==> src/rtl/core_pkg.sv <==
// Shared core types: uop classes, immediate formats, RV32I opcodes
// and the decoded micro-op bundle passed from Decode to Execute.
package core_pkg;

   typedef enum logic [3:0] {
      UOP_LUI,
      UOP_AUIPC,
      UOP_JAL,
      UOP_JALR,
      UOP_BRANCH,
      UOP_LOAD,
      UOP_STORE,
      UOP_OP_IMM,
      UOP_OP,
      UOP_MISC_MEM,
      UOP_SYSTEM,
      UOP_ILLEGAL
   } uop_class_e;

   typedef enum logic [2:0] {
      FMT_I,
      FMT_S,
      FMT_B,
      FMT_U,
      FMT_J,
      FMT_R
   } imm_fmt_e;

   localparam logic [6:0] OPC_LUI      = 7'b0110111;
   localparam logic [6:0] OPC_AUIPC    = 7'b0010111;
   localparam logic [6:0] OPC_JAL      = 7'b1101111;
   localparam logic [6:0] OPC_JALR     = 7'b1100111;
   localparam logic [6:0] OPC_BRANCH   = 7'b1100011;
   localparam logic [6:0] OPC_LOAD     = 7'b0000011;
   localparam logic [6:0] OPC_STORE    = 7'b0100011;
   localparam logic [6:0] OPC_OP_IMM   = 7'b0010011;
   localparam logic [6:0] OPC_OP       = 7'b0110011;
   localparam logic [6:0] OPC_MISC_MEM = 7'b0001111;
   localparam logic [6:0] OPC_SYSTEM   = 7'b1110011;

   typedef struct packed {
      uop_class_e  cls;
      logic [4:0]  rd;
      logic [4:0]  rs1;
      logic [4:0]  rs2;
      logic [2:0]  funct3;
      logic        funct7b5;
      logic [31:0] imm;
      logic        illegal;
   } decoded_uop_t;

   function automatic logic [31:0] imm_gen(
      input logic [31:0] insn,
      input imm_fmt_e    fmt
   );
      logic [31:0] imm;
      unique case (fmt)
         FMT_I: imm = {{20{insn[31]}}, insn[31:20]};
         FMT_S: imm = {{20{insn[31]}}, insn[31:25], insn[11:7]};
         FMT_B: imm = {{19{insn[31]}}, insn[31], insn[7],
                       insn[30:25], insn[11:8], 1'b0};
         FMT_U: imm = {insn[31:12], 12'b0};
         FMT_J: imm = {{11{insn[31]}}, insn[31], insn[19:12],
                       insn[20], insn[30:21], 1'b0};
         default: imm = '0;
      endcase
      return imm;
   endfunction

endpackage

==> src/rtl/decode_rv32i.sv <==
// Combinational RV32I decoder: raw instruction word to decoded_uop_t.
// Unknown opcodes and non-32-bit encodings decode as ILLEGAL with rd=0.
module decode_rv32i
   import core_pkg::*;
(
   input  logic [31:0]  insn,
   output decoded_uop_t uop
);

   logic [6:0] op;
   uop_class_e cls;
   imm_fmt_e   fmt;

   assign op = insn[6:0];

   always_comb begin
      cls = UOP_ILLEGAL;
      fmt = FMT_R;
      unique case (1'b1)
         (op == OPC_LUI):      begin cls = UOP_LUI;      fmt = FMT_U; end
         (op == OPC_AUIPC):    begin cls = UOP_AUIPC;    fmt = FMT_U; end
         (op == OPC_JAL):      begin cls = UOP_JAL;      fmt = FMT_J; end
         (op == OPC_JALR):     begin cls = UOP_JALR;     fmt = FMT_I; end
         (op == OPC_BRANCH):   begin cls = UOP_BRANCH;   fmt = FMT_B; end
         (op == OPC_LOAD):     begin cls = UOP_LOAD;     fmt = FMT_I; end
         (op == OPC_STORE):    begin cls = UOP_STORE;    fmt = FMT_S; end
         (op == OPC_OP_IMM):   begin cls = UOP_OP_IMM;   fmt = FMT_I; end
         (op == OPC_OP):       begin cls = UOP_OP;       fmt = FMT_R; end
         (op == OPC_MISC_MEM): begin cls = UOP_MISC_MEM; fmt = FMT_R; end
         (op == OPC_SYSTEM):   begin cls = UOP_SYSTEM;   fmt = FMT_I; end
         default: ;
      endcase
   end

   // Branch, store and illegal uops never write the register file
   always_comb begin
      uop          = '0;
      uop.cls      = cls;
      uop.illegal  = (cls == UOP_ILLEGAL);
      uop.rs1      = insn[19:15];
      uop.rs2      = insn[24:20];
      uop.funct3   = insn[14:12];
      uop.funct7b5 = insn[30];
      uop.imm      = imm_gen(insn, fmt);
      uop.rd       = (cls == UOP_BRANCH || cls == UOP_STORE ||
                      cls == UOP_ILLEGAL) ? 5'd0 : insn[11:7];
   end

endmodule

==> src/rtl/decode_stage.sv <==
// Decode stage: registered uop output plus 1-entry skid, flushed on redirect.
// DECODE_PERF_CNT_EN adds perf_decoded/perf_illegal/perf_flushed counters.
module decode_stage
   import core_pkg::*;
#(
   parameter int ADDR_WIDTH = 32
) (
   input  logic                  clk,
   input  logic                  rst,
   input  logic                  backend_redirect_en,
   input  logic                  in_valid,
   output logic                  in_ready,
   input  logic [ADDR_WIDTH-3:0] in_addr,
   input  logic [31:0]           in_insn,
   output logic                  out_valid,
   input  logic                  out_ready,
   output logic [ADDR_WIDTH-3:0] out_addr,
   output decoded_uop_t          out_uop
`ifdef DECODE_PERF_CNT_EN
  ,output logic [31:0]           perf_decoded,
   output logic [31:0]           perf_illegal,
   output logic [31:0]           perf_flushed
`endif
);

   decoded_uop_t          dec_uop;
   logic                  skid_valid;
   logic [ADDR_WIDTH-3:0] skid_addr;
   decoded_uop_t          skid_uop;
   logic                  accept;
   logic                  load;

   decode_rv32i u_dec (
      .insn (in_insn),
      .uop  (dec_uop)
   );

   assign in_ready = !skid_valid;
   assign accept   = in_valid & in_ready;
   assign load     = !out_valid | out_ready;

   always_ff @(posedge clk or posedge rst) begin
      if (rst) begin
         out_valid  <= 1'b0;
         out_addr   <= '0;
         out_uop    <= '0;
         skid_valid <= 1'b0;
         skid_addr  <= '0;
         skid_uop   <= '0;
      end else if (backend_redirect_en) begin
         out_valid  <= 1'b0;
         skid_valid <= 1'b0;
      end else if (load) begin
         if (skid_valid) begin
            out_valid  <= 1'b1;
            out_addr   <= skid_addr;
            out_uop    <= skid_uop;
            skid_valid <= 1'b0;
         end else begin
            out_valid <= accept;
            if (accept) begin
               out_addr <= in_addr;
               out_uop  <= dec_uop;
            end
         end
      end else if (accept) begin
         skid_valid <= 1'b1;
         skid_addr  <= in_addr;
         skid_uop   <= dec_uop;
      end
   end

`ifdef DECODE_PERF_CNT_EN
   // A flush wins over a same-cycle handoff, so that uop counts as flushed
   always_ff @(posedge clk or posedge rst) begin
      if (rst) begin
         perf_decoded <= '0;
         perf_illegal <= '0;
         perf_flushed <= '0;
      end else if (backend_redirect_en) begin
         perf_flushed <= perf_flushed + 32'(out_valid) + 32'(skid_valid);
      end else if (out_valid & out_ready) begin
         perf_decoded <= perf_decoded + 32'd1;
         if (out_uop.illegal)
            perf_illegal <= perf_illegal + 32'd1;
      end
   end
`endif

endmodule

==> config.mk <==
export PLATFORM = sky130hd
export DESIGN_NAME = decode_stage
export DESIGN_NICKNAME = d
export VERILOG_FILES = /design/src/rtl/core_pkg.sv /design/src/rtl/decode_rv32i.sv /design/src/rtl/decode_stage.sv
export SDC_FILE = /design/constraint.sdc
export NUM_CORES = 1
export LEC_CHECK = 0
export BUFFER_PORTS_ARGS = -buffer_cell sky130_fd_sc_hd__buf_2
export CORE_MARGIN = 10
export CORE_UTILIZATION = 50
export DETAILED_ROUTE_END_ITERATION = 8
export PLACE_DENSITY = 0.76
export SETUP_SLACK_MARGIN = 0.3
export SLEW_MARGIN = 10
export SYNTH_ARGS = -nofsm -noshare
export SYNTH_HDL_FRONTEND = slang
export SYNTH_SLANG_ARGS = --single-unit
==> constraint.sdc <==
create_clock -name clk -period 5.6 [get_ports clk]
set_input_delay 1.12 -clock clk [delete_from_list [all_inputs] [get_ports clk]]
set_output_delay 1.12 -clock clk [all_outputs]
set_load 0.02 [all_outputs]
---- Yosys cells after proc, flatten, opt, wreduce, memory -nomap -nowiden ----
Index checks and enable logic that the tools add are counted.
word-level totals
  output and inout port bits .............. 88
  register bits ........................... 174
cells by class
  reduce and logical (&&, ||, !) cells .... 12
  bitwise logic cells ..................... 4
  equal/unequal tests ..................... 18
  mux-type cells .......................... 14
operators with widths
  operator              number
  $pmux W32 S5          1
  $mux W56              2
  $mux W30              2
  $pmux W4 S11          1
  $eq A7 B7 Y1 const B  4
  $eq A7 B6 Y1 const B  3
  $pmux W3 S5           1
  $eq A7 B5 Y1 const B  2
  $eq A4 B3 Y1 const B  2
  $eq A7 B2 Y1 const B  1
  $eq A7 B4 Y1 const B  1
  $eq A3 B2 Y1 const B  2
  $mux W1               6
  $reduce_and A3 Y1     2
  $mux W5               1
  $eq A4 B4 Y1 const B  1
  $reduce_bool A2 Y1    2
  $reduce_or A4 Y1      1
  $eq A3 B1 Y1 const B  1
  $eq A3 B3 Y1 const B  1
  $logic_not A3 Y1      1
  $reduce_bool A3 Y1    1
  $logic_not A1 Y1      2
  $logic_or A1 B1 Y1    2
  4 further kinds       5

---- Depth between registers and ports, before layout ----
  word-level depth ........................ 8
  mapped depth ............................ 8
  gate-level depth less buffers ........... 5

---- Hierarchy ----
A second synthesis with hierarchy kept.
second synthesis, totals
  cell total of the unflattened synthesis .. 591
  area total of the unflattened synthesis .. 8683.3 µm²
modules (own cells, without submodules)
  module        cells each  area an instance (µm²)  instances  seq. area each (µm²)
  decode_stage  470         7855.0                  1          4354.2
  decode_rv32i  121         828.3                   1          0.0

---- Least setup slack after synthesis ----
Ideal clock, no wire load.
  path kind ............................... input-to-reg
  from .................................... input port in_insn[5]
  to ...................................... register skid_uop[47] (netlist name)
  path slack .............................. 3.111 ns
  data required time ...................... 5.479 ns
  stages .................................. 7
  arrival time ............................ 2.368 ns
  buffers on the path ..................... 2
  setup time .............................. 0.121 ns
  path through ............................ buf_4 > nand4bb_1 > nor2_1 > or4_1 > buf_2 > and3_4 > a22o_1
on the way
  cells in the longest elaborated chain, start to end .. 6
  elaborated cells between the ends (all ways) .. 18
RTL lines
  element                               RTL line            text
  start, declared                       decode_stage.sv:14  input logic [31:0] in_insn,
  $eq A7 B7 Y1 (tied with other cells)  decode_rv32i.sv:30  (op == OPC_SYSTEM): begin cls = UOP_SYSTEM; fmt = FMT_I; end
  $pmux W4 S11 (*)                      decode_rv32i.sv:19  unique case (1'b1)
  $eq A4 B3 Y1                          decode_rv32i.sv:45  uop.rd = (cls == UOP_BRANCH || cls == UOP_STORE ||
  $logic_or A1 B1 Y1                    decode_rv32i.sv:45
  $logic_or A1 B1 Y1 (*)                decode_rv32i.sv:45
  $mux W5 (*)                           decode_rv32i.sv:46  cls == UOP_ILLEGAL) ? 5'd0 : insn[11:7];
  end signal, assigned                  decode_stage.sv:69  skid_uop <= dec_uop;
  end, declared                         decode_stage.sv:29  decoded_uop_t skid_uop;
Every way passes the cells marked *; elsewhere a longest branch is shown, timed or not.
A chain may end at the register's enable or synchronous reset.

---- Worst setup path in the final report ----
  from .................................... register skid_valid
  to ...................................... output port in_ready
on the way
  cells in the longest elaborated chain, start to end .. 1
RTL lines
  element                 RTL line            text
  start, declared         decode_stage.sv:27  logic skid_valid;
  start signal, assigned  decode_stage.sv:47  skid_valid <= 1'b0;
  start signal, assigned  decode_stage.sv:52  skid_valid <= 1'b0;
  start signal, assigned  decode_stage.sv:58  skid_valid <= 1'b0;
  $logic_not A1 Y1        decode_stage.sv:38  assign in_ready = !skid_valid;
  end, declared           decode_stage.sv:12  output logic in_ready,
No other way between the ends.

==> flow_summary.json <==
{
  "grt_pass1_vias": 6030,
  "cts_max_level": 4,
  "final_cells": 1170,
  "yosysWarnings": 0,
  "drv_cap": 0,
  "overflow": 0,
  "fin_skew_ps": 7.95,
  "hold_viol_final": 0,
  "syn_inst": 825,
  "synth.most_common_cell": "nand2_1",
  "io_buffer_count": 154,
  "yosysTopAreaCell": "dfrtp_1",
  "setup-violations-final": 0,
  "synth-simple-area-share_pct": 20.4,
  "tightest_slew_ps": 1050,
  "firstDrtPassIters": 5,
  "synth_seq_area_share_pct": 55.4,
  "power_density_nw_per_um2": 369,
  "core_region_area_um2": 15300,
  "drive_above_1_share_pct": 23.4,
  "grt_use_total_pct": 19.3,
  "cp.arrival_ps": 2150,
  "antenna_found_initial": 0,
  "netlist_top_cells_area": "dfrtp_1 55%, nand2_1 11%, mux2i_1 5.7%",
  "fmax_mhz": 306,
  "post_cts_buffers": 0,
  "clk_path_buf_depth": 2,
  "start_util_pct": 51.4,
  "clock_sinks": 174,
  "die-area_um2": 21100,
  "fin_tns_setup_ps": 0,
  "synth-adder-area-share_pct": 0,
  "timing_worst_setup_path_type": "reg2out",
  "path_buf_inv": 2,
  "cts_tree": "done",
  "routedWlPerCell_um": 17.7,
  "relSlewSlack_pct": 30.0,
  "synth.cell_area_um2": 7870,
  "numCtsBuffers": 17,
  "min_path_type": "reg2reg",
  "period_share_pct": 58.4,
  "hold_buffers": 0,
  "status": "finished clean",
  "dp_slack_ps": 2460,
  "dpl.hpwl_um": 13700,
  "synth_compound_area_share_pct": 14.2,
  "synthFlopType": "dfrtp_1",
  "worstSetupStartpointType": "flop",
  "rows": 45,
  "grt_pass1_wl_um": 33500,
  "synth_mux_area_share_pct": 6.16,
  "route.detailed.drc": 0,
  "endpoint_kind": "output pin",
  "drt_wl_total_um": 20700,
  "synth_edf_count": 0,
  "synthesis.nets": 892,
  "drt_iter0_drc": 540,
  "dpl.cell_count": 1138,
  "synth_cell_types": 56,
  "synth_seq_cells": 174,
  "crit_required_ps": 4480,
  "crit_chain": "inv_1, buf_2",
  "avgSynthCellArea_um2": 9.53,
  "grt_start_max_net_pins": 175,
  "critPathSlowestCell": "inv_1",
  "gp_congestion": 0.895,
  "leakage_nw": 4.40,
  "synth_top_family_by_area": "simple AND/OR/NAND/NOR gates",
  "irDropWorstVdd_uv": 226,
  "synth_xor_area_share_pct": 0.111,
  "cp_max_fo": 33,
  "min_period_ps": 3270,
  "slowest_delay_ps": 760,
  "async_flop_share_pct": 100,
  "fp.dieH_um": 145,
  "die_width_um": 145,
  "power_w": 0.00345,
  "clk_pin_slew_ps": 60,
  "layout_setup_ws_ps": 2330,
  "nets": 1013,
  "clock_latency_ps": 420,
  "rsz0062_at_grt": "no",
  "ctsResizeCount": 0,
  "vias_per_cell": 5.47,
  "root_buffer": "clkbuf_16",
  "synth_top_cell_area_share_pct": 55.4,
  "pin_count": 155,
  "syn_to_final_growth_pct": 18.9,
  "vias": 6399,
  "slew_violations": 0,
  "cp_top_family": "buffers and inverters",
  "antenna_cells": 0,
  "synth.cells.most_frequent": "232 x nand2_1, 174 x dfrtp_1, 76 x o21ai_0",
  "ant_nets": 0
}
## state kept, by name, summed over array words and instances (netlist names)
register	count
skid_valid	1
out_uop	56
skid_addr	30
skid_uop	56
out_addr	30
out_valid	1
## final timing paths
check / to / slack, ps / depth (start not counted) / startpoint
setup / recovery: in_ready / 2330 / 2 / skid_valid
hold / removal: out_addr[13] / 470 / 2 / out_addr[13]
setup reg to reg: skid_uop[7] / 2630 / 6 / skid_valid
hold reg to reg: out_addr[13] / 470 / 2 / out_addr[13]
max in group asynchronous: out_uop[47] / 3870 / 3 / rst
min in group asynchronous: skid_uop[7] / 850 / 3 / rst
## metrics by stage
| stage | area, um^2 | hold WS [ps] | utilization [%] |
|---|---|---|---|
| finish | 9360 | 469 | 61.1 |
| global route | 9360 | 490 | 61.1 |
| CTS | 9360 | 478 | 61.1 |
| detailed placement | 8720 | 462 | 56.9 |
| global placement | 8720 | 453 | 56.9 |
| floorplan | 7870 | 439 | - |
## report_power, final
group          internal [W]  switching (W)
registers           0.00147       0.000117
clock network      0.000774       0.000492
logic              0.000208       0.000386
## per-layer routing
metal,vias to the layer above,global-route usage [%],wire length [um]
li1,3086,-,-
met1,3086,26.2,9430
met4,0,6.32,342
met5,-,0,0
met2,205,28.7,9430
met3,22,6.05,1520
## tightest hold or removal path, cell delays in order, from the launching register on
cell     delay, ps
dfrtp_1        340
nand2_1         40
o21ai_0         50
## layout make-up
cell class	instances	area [um^2]
repair buffers	162	843
flip-flops and latches	174	4360
well taps	211	264
clock inverters	12	184
clock buffers	20	457
multi-input cells	587	3230
fillers	1337	5960
inverters	4	18.8
## cells by family after synthesis
family                 Yosys count
AO/OA/AOI/OAI                  180
XOR/XNOR                         1
buffers and inverters           64
flip-flops                     174
multiplexers                    48
AND/OR/NAND/NOR                358
## placed cells by master, fill, tap and decap left out, types with 9 or more instances in the layout
cell type	count
a21oi_1	34
a21oi_2	9
a22o_1	11
a31oi_1	22
and3_1	10
buf_2	154
clkbuf_16	17
dfrtp_1	173
mux2i_1	45
nand2_1	232
nor2_1	48
o21ai_0	76
or3_1	25
No activity file was read; power rests on OpenSTA's default activity.
